--- config.mk ---
export PLATFORM = sky130hd
export DESIGN_NAME = ahfp_acc
export DESIGN_NICKNAME = d
export VERILOG_FILES = /design/src/rtl/ahfp_pkg.sv /design/src/rtl/ahfp_lzc_shift.sv /design/src/rtl/ahfp_acc.sv
export SDC_FILE = /design/constraint.sdc
export NUM_CORES = 1
export LEC_CHECK = 0
export BUFFER_PORTS_ARGS = -buffer_cell sky130_fd_sc_hd__buf_4
export CAP_MARGIN = 40
export CORE_ASPECT_RATIO = 0.75
export CORE_MARGIN = 2
export CORE_UTILIZATION = 60
export DETAILED_ROUTE_END_ITERATION = 7
export GPL_TIMING_DRIVEN = 1
export PLACE_DENSITY = 0.86
export SETUP_SLACK_MARGIN = 0.05
export SYNTH_ARGS = -nofsm -noshare
export SYNTH_HDL_FRONTEND = slang
export SYNTH_HIERARCHICAL = 1
export SYNTH_SLANG_ARGS = --single-unit
export TNS_END_PERCENT = 30
--- constraint.sdc ---
create_clock -name clk -period 11.45 [get_ports clk]
set_clock_uncertainty 0.2 [all_clocks]
set_input_delay 1.7175 -clock clk [delete_from_list [all_inputs] [get_ports clk]]
set_output_delay 1.7175 -clock clk [all_outputs]
set_load 0.05 [all_outputs]
--- src/rtl/ahfp_pkg.sv ---
// Shared constants, opcodes and FSM state type for the ahfp_acc floating-point accumulator.
package ahfp_pkg;

  localparam int SIGN_W = 1;
  localparam int EXP_W  = 8;
  localparam int FRAC_W = 23;
  localparam int MANT_W = FRAC_W + 1;
  localparam int WORD_W = SIGN_W + EXP_W + FRAC_W;

  localparam logic [EXP_W-1:0] BIAS      = 8'd127;
  localparam logic [EXP_W-1:0] EXP_ONES  = 8'hFF;
  localparam logic [EXP_W-1:0] MAX_SHIFT = 8'd26;

  localparam logic [1:0] OP_CLEAR = 2'd0;
  localparam logic [1:0] OP_ACC   = 2'd1;
  localparam logic [1:0] OP_READ  = 2'd2;

  typedef enum logic [2:0] {
    S_IDLE,
    S_ALIGN,
    S_ADD,
    S_NORM,
    S_PACK
  } state_t;

endpackage

--- src/rtl/ahfp_lzc_shift.sv ---
// Combinational 25-bit leading-zero count and matching left shift for normalisation.
module ahfp_lzc_shift (
  input  logic [24:0] i_data,
  output logic [4:0]  o_lz,
  output logic [24:0] o_shifted
);

  // Scanning upward lets the highest set bit win; an all-zero input reports 25.
  always_comb begin
    o_lz = 5'd25;
    for (int i = 0; i < 25; i++) begin
      if (i_data[i]) o_lz = 5'(24 - i);
    end
    o_shifted = i_data << o_lz;
  end

endmodule

--- src/rtl/ahfp_acc.sv ---
// Multi-cycle single-precision accumulator (CLEAR / ACC / READ) with denormal flush.
// Define AHFP_ACC_ROUND_EN for round-half-up in PACK; otherwise results are truncated.
module ahfp_acc
  import ahfp_pkg::*;
(
  input  logic              clk,
  input  logic              reset,
  input  logic              clk_en,
  input  logic              start,
  input  logic [1:0]        n,
  input  logic [WORD_W-1:0] dataa,
  output logic              done,
  output logic [WORD_W-1:0] result
);

  state_t              r_state;
  logic [1:0]          r_op;
  logic [WORD_W-1:0]   r_operand;
  logic [WORD_W-1:0]   r_acc;
  logic [WORD_W-1:0]   r_result;
  logic                r_done;
  logic                r_sign;
  logic                r_sub;
  logic signed [9:0]   r_exp;
  logic [MANT_W-1:0]   r_mBig;
  logic [MANT_W-1:0]   r_mSmall;
  logic [MANT_W-1:0]   r_mant;
  logic [MANT_W:0]     r_sum;
  logic                r_g;
  logic                r_s;
  logic                r_special;
  logic [WORD_W-1:0]   r_specVal;

  logic [EXP_W-1:0]    w_aExp, w_bExp, w_bigExp, w_smallExp, w_diff;
  logic [MANT_W-1:0]   w_aMant, w_bMant, w_bigMant, w_smallMant, w_alignMant;
  logic                w_aSign, w_bSign, w_aBig, w_bigSign, w_alignG, w_alignS;
  logic [47:0]         w_wide;
  logic                w_special;
  logic [WORD_W-1:0]   w_specVal;
  logic [MANT_W:0]     w_addSum;
  logic [MANT_W+1:0]   w_subExt;
  logic [4:0]          w_lz;
  logic [24:0]         w_shifted;
  logic [MANT_W-1:0]   w_normMant;
  logic                w_normG, w_normS;
  logic signed [9:0]   w_normExp;
  logic [MANT_W-1:0]   w_packMant;
  logic signed [9:0]   w_packExp;
  logic [WORD_W-1:0]   w_packed;

  assign done   = r_done;
  assign result = r_result;

  // Operand unpack with denormal flush, magnitude ordering and alignment shift.
  always_comb begin
    w_aExp      = r_acc[30:23];
    w_bExp      = r_operand[30:23];
    w_aMant     = (w_aExp == '0) ? '0 : {1'b1, r_acc[22:0]};
    w_bMant     = (w_bExp == '0) ? '0 : {1'b1, r_operand[22:0]};
    w_aSign     = (w_aExp == '0) ? 1'b0 : r_acc[31];
    w_bSign     = (w_bExp == '0) ? 1'b0 : r_operand[31];
    w_aBig      = {w_aExp, w_aMant[22:0]} >= {w_bExp, w_bMant[22:0]};
    w_bigExp    = w_aBig ? w_aExp  : w_bExp;
    w_smallExp  = w_aBig ? w_bExp  : w_aExp;
    w_bigMant   = w_aBig ? w_aMant : w_bMant;
    w_smallMant = w_aBig ? w_bMant : w_aMant;
    w_bigSign   = w_aBig ? w_aSign : w_bSign;
    w_diff      = w_bigExp - w_smallExp;
    w_wide      = {w_smallMant, 24'd0} >> w_diff;
    if (w_diff >= MAX_SHIFT) begin
      w_alignMant = '0;
      w_alignG    = 1'b0;
      w_alignS    = |w_smallMant;
    end else begin
      w_alignMant = w_wide[47:24];
      w_alignG    = w_wide[23];
      w_alignS    = |w_wide[22:0];
    end
    w_special = (w_aExp == EXP_ONES) || (w_bExp == EXP_ONES);
    w_specVal = (w_aExp == EXP_ONES) ? r_acc : {r_operand[31], EXP_ONES, 23'd0};
  end

  assign w_addSum = {1'b0, r_mBig} + {1'b0, r_mSmall};
  assign w_subExt = {r_mBig, 2'b00} - {r_mSmall, r_g, r_s};

  ahfp_lzc_shift u_lzc (
    .i_data    ({r_sum[23:0], r_g}),
    .o_lz      (w_lz),
    .o_shifted (w_shifted)
  );

  always_comb begin
    if (r_sum[24]) begin
      w_normMant = r_sum[24:1];
      w_normG    = r_sum[0];
      w_normS    = r_g | r_s;
      w_normExp  = r_exp + 10'sd1;
    end else begin
      w_normMant = w_shifted[24:1];
      w_normG    = w_shifted[0];
      w_normS    = r_s;
      w_normExp  = r_exp - $signed({5'd0, w_lz});
    end
    if (w_normExp <= 10'sd0) begin
      w_normMant = '0;
      w_normG    = 1'b0;
      w_normS    = 1'b0;
    end
  end

`ifdef AHFP_ACC_ROUND_EN
  logic [MANT_W:0] w_round;
  assign w_round    = {1'b0, r_mant} + {{MANT_W{1'b0}}, r_g};
  assign w_packMant = w_round[MANT_W] ? w_round[MANT_W:1] : w_round[MANT_W-1:0];
  assign w_packExp  = w_round[MANT_W] ? r_exp + 10'sd1 : r_exp;
`else
  assign w_packMant = r_mant;
  assign w_packExp  = r_exp;
`endif

  // A cleared hidden bit after normalisation means the sum collapsed to zero.
  always_comb begin
    if (r_special)                   w_packed = r_specVal;
    else if (!w_packMant[23])        w_packed = '0;
    else if (w_packExp >= 10'sd255)  w_packed = {r_sign, EXP_ONES, 23'd0};
    else                             w_packed = {r_sign, w_packExp[7:0], w_packMant[22:0]};
  end

  always_ff @(posedge clk or posedge reset) begin
    if (reset) begin
      r_state   <= S_IDLE;
      r_op      <= '0;
      r_operand <= '0;
      r_acc     <= '0;
      r_result  <= '0;
      r_done    <= 1'b0;
      r_sign    <= 1'b0;
      r_sub     <= 1'b0;
      r_exp     <= '0;
      r_mBig    <= '0;
      r_mSmall  <= '0;
      r_mant    <= '0;
      r_sum     <= '0;
      r_g       <= 1'b0;
      r_s       <= 1'b0;
      r_special <= 1'b0;
      r_specVal <= '0;
    end else if (clk_en) begin
      r_done <= 1'b0;
      case (r_state)
        S_IDLE: begin
          if (start) begin
            r_op      <= n;
            r_operand <= dataa;
            r_state   <= (n == OP_ACC) ? S_ALIGN : S_PACK;
          end
        end
        S_ALIGN: begin
          r_sign    <= w_bigSign;
          r_sub     <= w_aSign != w_bSign;
          r_exp     <= $signed({2'b00, w_bigExp});
          r_mBig    <= w_bigMant;
          r_mSmall  <= w_alignMant;
          r_g       <= w_alignG;
          r_s       <= w_alignS;
          r_special <= w_special;
          r_specVal <= w_specVal;
          r_state   <= S_ADD;
        end
        S_ADD: begin
          if (r_sub) begin
            r_sum <= {1'b0, w_subExt[MANT_W+1:2]};
            r_g   <= w_subExt[1];
            r_s   <= w_subExt[0];
          end else begin
            r_sum <= w_addSum;
          end
          r_state <= S_NORM;
        end
        S_NORM: begin
          r_mant  <= w_normMant;
          r_g     <= w_normG;
          r_s     <= w_normS;
          r_exp   <= w_normExp;
          r_state <= S_PACK;
        end
        S_PACK: begin
          r_done <= 1'b1;
          case (r_op)
            OP_CLEAR: begin
              r_acc    <= '0;
              r_result <= '0;
            end
            OP_ACC: begin
              r_acc    <= w_packed;
              r_result <= w_packed;
            end
            default: r_result <= r_acc;
          endcase
          r_state <= S_IDLE;
        end
        default: r_state <= S_IDLE;
      endcase
    end
  end

endmodule

==> Word level (Yosys, flattened, before mapping) <==
Cells that the tools add are included.
Widths: inputs -> output; s select.
{ "totals": {"elab_cells": 118, "output_inout_bits": 33, "register_bits": 214} }
{ "classes": {"n_bitwise": 1, "order_cmp": 4, "add_sub_neg": 5, "shift": 2, "muxes": 59, "reduce_logical": 19, "eq_ne": 12} }
{ "ops": {"columns": ["op", "count"], "rows": [
  ["$mux 24", 7],
  ["$mux 32", 3],
  ["$mux 5", 16],
  ["$pmux 32 s2", 1],
  ["$shr 48x8->48", 1],
  ["$mux 4", 8],
  ["$ge 31x31->1", 1],
  ["$mux 31", 1],
  ["$sub 26x26->26", 1],
  ["$add 24x24->25", 1],
  ["$mux 25", 1],
  ["$shl 25x5->25", 1],
  ["$reduce_or 24->1", 1],
  ["$reduce_or 23->1", 1],
  ["$pmux 10 s2", 1],
  ["$eq 8x8->1 const B", 2],
  ["$logic_not 8->1", 2],
  ["$mux 8", 2],
  ["$mux 1", 13],
  ["$pmux 3 s4", 1],
  ["$add 10x2->10 const B", 1],
  ["$ge 10x9->1 const B", 1],
  ["$le 10x1->1 const B", 1],
  ["$mux 10", 1],
  ["other kinds (21)", 33]
]} }

==> Depth between registers and ports, before layout <==
Gate-level depths: netlist of run 1.
{ "logic_depth": {"depth_word": 30, "depth_mapped": 30, "depth_no_buf": 25} }

==> Cells and area by module <==
Netlist of run 1, hierarchy kept.
{ "modules_own_cells": {"columns": ["module", "seq_area_each_um2", "area_each_um2", "n_inst", "cells_per_inst"], "rows": [
  ["ahfp_acc", 5355.1, 15070.7, 1, 1739],
  ["ahfp_lzc_shift", 0.0, 1704.1, 1, 278]
]} }

==> Least setup slack after synthesis of run 1 <==
Ideal clock, no wire load.
{ "synth_path": {"path_type": "register to register", "start": "register, netlist name result[23]", "end": "register r_s", "arrival_time_ns": 5.828, "t_required_ns": 11.101, "n_path_buf": 4, "path_slack_ns": 5.272, "setup_time_ns": 0.149, "synth_period_minus_slack_ns": 6.178, "stages_incl_launch_ff": 26, "cell_sequence": "dfrtp_1 -> nor4_2 -> nand2_1 -> clkbuf_1 -> and2_1 -> ha_1 -> nand2_1 -> nor4_1 -> nand2_1 -> a31o_2 -> and3_1 -> clkbuf_1 -> and4_1 -> nor2_1 -> ha_1 -> nor3b_1 -> o21ai_0 -> o2111ai_1 -> nor3_2 -> buf_2 -> buf_1 -> a211oi_1 -> o21ai_0 -> nand4_1 -> o41ai_1 -> a41oi_1"} }
{ "synth_lines": {"columns": ["element", "line_no", "rtl"], "rows": [
  ["to (signal assigned)", "ahfp_acc.sv:165", "r_s <= w_alignS;"],
  ["to (signal assigned)", "ahfp_acc.sv:174", "r_s <= w_subExt[0];"],
  ["to (signal assigned)", "ahfp_acc.sv:183", "r_s <= w_normS;"],
  ["to (decl)", "ahfp_acc.sv:30", "logic r_s;"]
]} }

==> Final worst setup path of run 1 <==
{ "layout_path": {"start": "register r_operand[27]", "end": "register r_s"} }
{ "layout_via": {"elab_chain_len": 9, "word_cells_on_any_way": 13, "classes_between": "1 x add/sub; 2 x order compare; 1 x shift; 6 x mux; 3 x reduce/logical"} }
{ "layout_rtl": {"columns": ["element", "line_no", "rtl"], "rows": [
  ["from (decl)", "ahfp_acc.sv:18", "logic [WORD_W-1:0] r_operand;"],
  ["from (signal assigned)", "ahfp_acc.sv:154", "r_operand <= dataa;"],
  ["$logic_not 8->1", "ahfp_acc.sv:59", "w_bMant = (w_bExp == '0) ? '0 : {1'b1, r_operand[22:0]};"],
  ["$mux 24", "ahfp_acc.sv:59", null],
  ["$ge 31x31->1", "ahfp_acc.sv:62", "w_aBig = {w_aExp, w_aMant[22:0]} >= {w_bExp, w_bMant[22:0]};"],
  ["$mux 8 (on tied branches)", "ahfp_acc.sv:63, ahfp_acc.sv:64", null],
  ["$sub 8x8->8", "ahfp_acc.sv:68", "w_diff = w_bigExp - w_smallExp;"],
  ["$shr 48x8->48", "ahfp_acc.sv:69", "w_wide = {w_smallMant, 24'd0} >> w_diff;"],
  ["$reduce_or 23->1", "ahfp_acc.sv:77", "w_alignS = |w_wide[22:0];"],
  ["$mux 1 *", "ahfp_acc.sv:70", "if (w_diff >= MAX_SHIFT) begin"],
  ["$pmux 1 s3 *", "ahfp_acc.sv:150", "case (r_state)"]
]} }
Every way passes the cells marked *; elsewhere a longest branch is shown, timed or not.
A chain may end at the register's enable or synchronous reset.

==> impl_metrics.env, run 1 <==
export IMPL_pin_count=71
export IMPL_dp_hpwl_mm=41.5
export IMPL_ys_types=111
export IMPL_cts_htree_levels=1
export IMPL_syn_inst=2017
export IMPL_synth_compound_area_frac=0.265
export IMPL_core_um2=27300
export IMPL_cts_made_buffers=23
export IMPL_grt_max_degree=87
export IMPL_yosys_top_cells_area="dfrtp_1, ha_1, nand2_1"
export IMPL_postCtsHoldBufs=0
export IMPL_die_h_um=149
export IMPL_synthMuxAreaShare=0.0910
export IMPL_syn_to_final_growth_pct=8.45
export IMPL_fmax_mhz=126
export IMPL_dr_pass1_iters=8
export IMPL_synth_avg_cell_area_um2=8.32
export IMPL_fin_crit_ns=7.95
export IMPL_ys_seq_area_frac=0.319
export IMPL_rr_startpoint="r_operand[27]"
export IMPL_layout_area_seq_um2=5360
export IMPL_gr_total_overflow=0
export IMPL_vias=16300
export IMPL_synth_top_cell_area_share=0.319
export IMPL_hold_violations=0
export IMPL_yosys_warnings=6
export IMPL_drtIter0Drc=2319
export IMPL_finalCritPeriodShare=0.694
export IMPL_multi_input_area_um2=10500
export IMPL_clock_path_buffers=3
export IMPL_grt_pass1_vias=15200
export IMPL_postCtsSetupBuffers=0
export IMPL_worstPathArrival_ns=8.15
export IMPL_syn_nets=2141
export IMPL_fp_dieW_um=197
export IMPL_cts_root_buf="clkbuf_16"
export IMPL_maxCapViolations=0
export IMPL_synth_top_family_by_area="compound AO/OA/AOI/OAI gates"
export IMPL_cts_sinks=214
export IMPL_synthSimpleGateAreaFrac=0.175
export IMPL_initial_utilization=0.615
export IMPL_dieArea_um2=29300
export IMPL_cts_resized=0
export IMPL_drt_total_wl_mm=56.1
export IMPL_route_detailed_drc=0
export IMPL_min_from="r_specVal[29]"
export IMPL_worstPathRequired_ns=11.65
export IMPL_ys_seq_elements=214
export IMPL_tightest_slew_ns=0.980
export IMPL_startpoint="r_operand[27]"
export IMPL_end_kind="flop"
export IMPL_min_path_type="reg2reg"
export IMPL_fillers=2253
export IMPL_critPathKind="reg2reg"
export IMPL_grt_pass1_wl_mm=87.0
export IMPL_cts_tree="done"
export IMPL_cp_start_kind="flop"
export IMPL_via_per_inst=6.90
export IMPL_critPathMaxFanout=23
export IMPL_nNetsFinal=2126
export IMPL_finalMaxSlewViolations=0
export IMPL_rows=52
export IMPL_outcome="finished clean"
export IMPL_synth_edf_count=0
export IMPL_synth_async_reset_ratio=1.00
export IMPL_synth_commonest_cells="nand2_1, dfrtp_1, nor2_1"
export IMPL_cts_clk_slew_worst_paths_ns=0.06
export IMPL_synth_flop_cell="dfrtp_1"
export IMPL_portBuffers=70
export IMPL_syn_cell_area_um2=16800
export IMPL_yosys_area_top_type="dfrtp_1"
export IMPL_synthAdderAreaFrac=0.0669
export IMPL_wl_per_cell_um=23.7
export IMPL_gp_congestion=1.06
export IMPL_synth_most_common_cell="nand2_1"
export IMPL_drive_gt1_frac=0.125
export IMPL_maxSlewHeadroom=0.347
export IMPL_insertion_delay_ns=0.55
export IMPL_yosys_area_share_xor_xnor=0.0239
export IMPL_setup_viol=0
export IMPL_grt_usage=0.382
export IMPL_ant_nets=0
export IMPL_fin_setup_tns_ns=0
export IMPL_antenna_found_initial=4
export IMPL_rsz0062_at_grt="false"
## layout make-up
class / instances / area share
clock buffer: 29 / 0.0340
inverter: 103 / 0.0218
timing repair buffer: 97 / 0.0438
multi-input combinational: 1563 / 0.575
clock inverter: 10 / 0.00681
antenna: 1 / 0.000138
sequential: 214 / 0.294
tap: 351 / 0.0241
## metal layers
layer / up-vias / share of wire / GRT usage
met4: 0 / 0.036 / 0.113
met1: 7838 / 0.41 / 0.539
met2: 1031 / 0.43 / 0.578
met5: - / 0 / 0
li1: 7319 / - / -
met3: 152 / 0.12 / 0.104
## worst max-delay path, stage by stage (launching register included)
cell and delay, ns:
dfrtp_1 0.45, or4_1 0.79, or2_4 0.46, and2_1 0.21, inv_1 0.11, ha_1 0.26, a21o_1 0.16, a21oi_1 0.27
nor2b_1 0.21, o2111ai_2 0.16, a22oi_2 0.70, and4_1 0.32, nor2_1 0.08, ha_1 0.49, buf_8 0.25, inv_1 0.57
mux4_2 0.39, nor2_1 0.05, o311ai_0 0.75, nand4_1 0.21, o41ai_1 0.53, a41oi_1 0.16
## through the flow
stage / cell area (µm²) / util / setup WS (ns) / std cells / hold slack, ns
after floorplan: 16800 / - / 3.68 / 2017 / 0.235
after global placement: 17300 / 0.636 / 3.54 / 2322 / 0.253
after detailed placement: 17400 / 0.640 / 3.75 / 2328 / 0.253
after CTS: 18200 / 0.667 / 3.71 / 2367 / 0.274
after global routing: 18200 / 0.667 / 3.17 / 2367 / 0.291
final: 18200 / 0.667 / 3.50 / 2368 / 0.268
## worst paths after layout
kind                                  to  slack, ns  cells past startpoint
setup / recovery                     r_s       3.50                     21
hold / removal             r_specVal[29]       0.27                      1
setup reg to reg                     r_s       3.50                     21
hold reg to reg            r_specVal[29]       0.27                      1
max in group asynchronous      r_sum[11]       8.66                      5
min in group asynchronous   r_operand[6]       0.95                      2
## cells in the final DEF (no fill, tap or decap), types with 8 or more instances in the layout
| cell | instances |
|---|---|
| inv_1 | 97 |
| o31ai_1 | 34 |
| o21bai_1 | 16 |
| nor3_1 | 34 |
| a21o_1 | 19 |
| o211ai_1 | 18 |
| or3_1 | 13 |
| mux2_2 | 51 |
| o21ai_0 | 158 |
| nor4_1 | 11 |
| nand3_1 | 43 |
| nor2_1 | 174 |
| nand2_1 | 251 |
| and2_1 | 9 |
| nor2b_1 | 11 |
| o21ai_1 | 12 |
| mux2i_1 | 61 |
| dfrtp_1 | 214 |
| ha_1 | 84 |
| a22oi_1 | 27 |
| buf_4 | 91 |
| a211oi_1 | 24 |
| mux4_2 | 14 |
| xnor2_1 | 33 |
| a22o_1 | 32 |
| o22ai_1 | 40 |
| nand2b_1 | 19 |
| a21oi_1 | 141 |
| xor2_1 | 11 |
| nor3b_1 | 8 |
| and3_1 | 10 |
| clkbuf_16 | 23 |
| o21a_1 | 13 |
| nand4_1 | 20 |
| a31oi_1 | 18 |
## cell families (layout without fill, tap and decap cells)
group,count (synthesis),in the layout
flip-flops,214,214
adder cells (fa/ha/maj),89,89
multiplexers,128,128
XOR/XNOR,45,45
other,0,1
AO/OA/AOI/OAI,663,663
AND/OR/NAND/NOR,638,638
buffers and inverters,240,239
## state kept, by name (all words and copies together) (netlist names), 10 cells and up
register	flops
r_specVal	32
r_mSmall	24
r_operand	32
r_exp	10
r_sum	25
r_mant	24
result	32
r_mBig	24
Power of run 1 is not shown: default switching activity piles up to over one toggle a cycle in this logic, so the estimate is an artifact.
==> run 2, diff against run 1 <==
==> constraint.sdc (replaced) <==
create_clock -name clk -period 7.8 [get_ports clk]
set_clock_uncertainty 0.2 [all_clocks]
set_input_delay 1.17 -clock clk [delete_from_list [all_inputs] [get_ports clk]]
set_output_delay 1.17 -clock clk [all_outputs]
set_load 0.05 [all_outputs]
==> run 2 against run 1 <==
Against the previous run: sequential share of layout area is essentially flat; utilization rose by 0.078 points; first-iteration DRC count down 0.22%; fmax is 9.1% higher; critical path type unchanged; critical endpoint unchanged; highest routed layer is now met5.
==> impl_metrics.env, run 2 (same netlist as run 1, synthesis figures left out) <==
export IMPL_postCtsSetupBuffers=0
export IMPL_worstPathRequired_ns=8.00
export IMPL_portBuffers=70
export IMPL_dr_pass1_iters=7
export IMPL_cpPeakStageDelay_ns=0.80
export IMPL_path_cells="or4_1 -> or2_4 -> and2_1 -> inv_1 -> ha_1 -> a21o_1 -> a21oi_1 -> nor2b_1 -> o2111ai_2 -> a22oi_2 -> a211oi_2 -> nor2_1 -> ha_1 -> nor3b_1 -> o21ai_0 -> o2111ai_1 -> nor3_4 -> buf_4 -> mux2_2 -> a21oi_1 -> mux2i_1 -> a41oi_1 -> o41ai_1 -> a41oi_1"
export IMPL_nNetsFinal=2136
export IMPL_syn_to_final_growth_pct=8.58
export IMPL_pin_count=71
export IMPL_fillers=2212
export IMPL_clock_path_buffers=3
export IMPL_antenna_found_initial=1
export IMPL_grt_pass1_vias=15300
export IMPL_cts_sinks=214
export IMPL_die_h_um=149
export IMPL_end_kind="flop"
export IMPL_vias=16500
export IMPL_drtIter0Drc=2314
export IMPL_cts_tree="done"
export IMPL_initial_utilization=0.615
export IMPL_wl_per_cell_um=23.8
export IMPL_final_common_cell="nand2_1"
export IMPL_critPathMaxFanout=23
export IMPL_dp_hpwl_mm=41.8
export IMPL_drive_gt1_frac=0.130
export IMPL_path_delay_family="compound AO/OA/AOI/OAI gates"
export IMPL_critPathKind="reg2reg"
export IMPL_cp_start_kind="flop"
export IMPL_hold_ws_ns=0.267
export IMPL_route_detailed_drc=0
export IMPL_maxCapViolations=0
export IMPL_fin_crit_ns=7.28
export IMPL_outcome="finished clean"
export IMPL_via_per_inst=6.92
export IMPL_grt_max_degree=111
export IMPL_dieArea_um2=29300
export IMPL_ant_nets=0
export IMPL_cts_htree_levels=1
export IMPL_min_path_type="reg2reg"
export IMPL_cts_root_buf="clkbuf_16"
export IMPL_insertion_delay_ns=0.55
export IMPL_fmax_mhz=137
export IMPL_setup_viol=0
export IMPL_cts_made_buffers=23
export IMPL_finalMaxSlewViolations=0
export IMPL_gp_congestion=0.990
export IMPL_rsz0062_at_grt="false"
export IMPL_fp_dieW_um=197
export IMPL_slowest_stage="or4_1"
export IMPL_final_cell_mix="nand2_1, dfrtp_1, nor2_1"
export IMPL_maxSlewHeadroom=0.402
export IMPL_grt_pass1_wl_mm=87.8
export IMPL_path_buf_inv=2
export IMPL_gr_total_overflow=0
export IMPL_fin_setup_tns_ns=0
export IMPL_diodes=0
export IMPL_cts_clk_slew_worst_paths_ns=0.07
export IMPL_rows=52
export IMPL_hold_violations=0
export IMPL_grt_usage=0.385
export IMPL_worstPathArrival_ns=7.48
export IMPL_drt_total_wl_mm=56.7
export IMPL_finalCritPeriodShare=0.934
export IMPL_core_um2=27300
export IMPL_tightest_slew_ns=0.897
-- run 2: final timing paths --
check                                    from  cells after the start            end  slack [ns]
worst max-delay path            r_operand[27]                     24            r_s        0.52
worst min-delay path            r_specVal[27]                      1  r_specVal[27]        0.27
worst max register to register  r_operand[27]                     24            r_s        0.52
worst min register to register  r_specVal[27]                      1  r_specVal[27]        0.27
max in group asynchronous               reset                      3      r_sum[17]        5.54
min in group asynchronous               reset                      2   r_operand[7]        0.52
-- run 2: routing by layer --
| metal | global-route usage | part of all wire | up-vias |
|---|---|---|---|
| met5 | 0 | 0.00023 | - |
| met4 | 0.101 | 0.029 | 2 |
| met3 | 0.0737 | 0.12 | 130 |
| met2 | 0.589 | 0.43 | 1069 |
| met1 | 0.561 | 0.42 | 7911 |
| li1 | - | - | 7356 |
-- run 2: final cells by class --
cell class,count,area [µm²],share of cell area
inverter,103,397,0.0218
tap,351,439,0.0241
clock inverter,8,91.3,0.00501
clock buffer,33,653,0.0359
multi-input combinational,1564,10500,0.575
timing repair buffer,106,803,0.0441
sequential,214,5360,0.294
-- run 2: worst register-to-register path, stage by stage, from the launching register on --
cell and delay, ns:
dfrtp_1 0.43, or4_1 0.80, or2_4 0.47, and2_1 0.21, inv_1 0.10, ha_1 0.25, a21o_1 0.16, a21oi_1 0.25
nor2b_1 0.20, o2111ai_2 0.17, a22oi_2 0.42, a211oi_2 0.15, nor2_1 0.16, ha_1 0.23, nor3b_1 0.07, o21ai_0 0.20
o2111ai_1 0.32, nor3_4 0.62, buf_4 0.27, mux2_2 0.18, a21oi_1 0.09, mux2i_1 0.30, a41oi_1 0.18, o41ai_1 0.53
a41oi_1 0.18
-- run 2: through the flow --
step / worst slack [ns] / cell area (µm²) / std cells / util
after global placement: 0.978 / 17400 / 2335 / 0.639
after floorplan: 0.579 / 16800 / 2017 / -
after global routing: 0.110 / 18200 / 2379 / 0.668
final: 0.519 / 18200 / 2379 / 0.668
after CTS: 0.639 / 18200 / 2378 / 0.668
after detailed placement: 0.686 / 17500 / 2337 / 0.640
-- run 2: what timing repair did --
| action | 4_1_cts | 5_1_grt |
|---|---|---|
| endpoints found under the hold margin | 0 | 0 |
| hold buffers | 0 | 0 |
| endpoints found under the setup margin | 0 | 1 |
| resized for setup | 0 | 2 |
Power of run 2 is left out for the same reason.
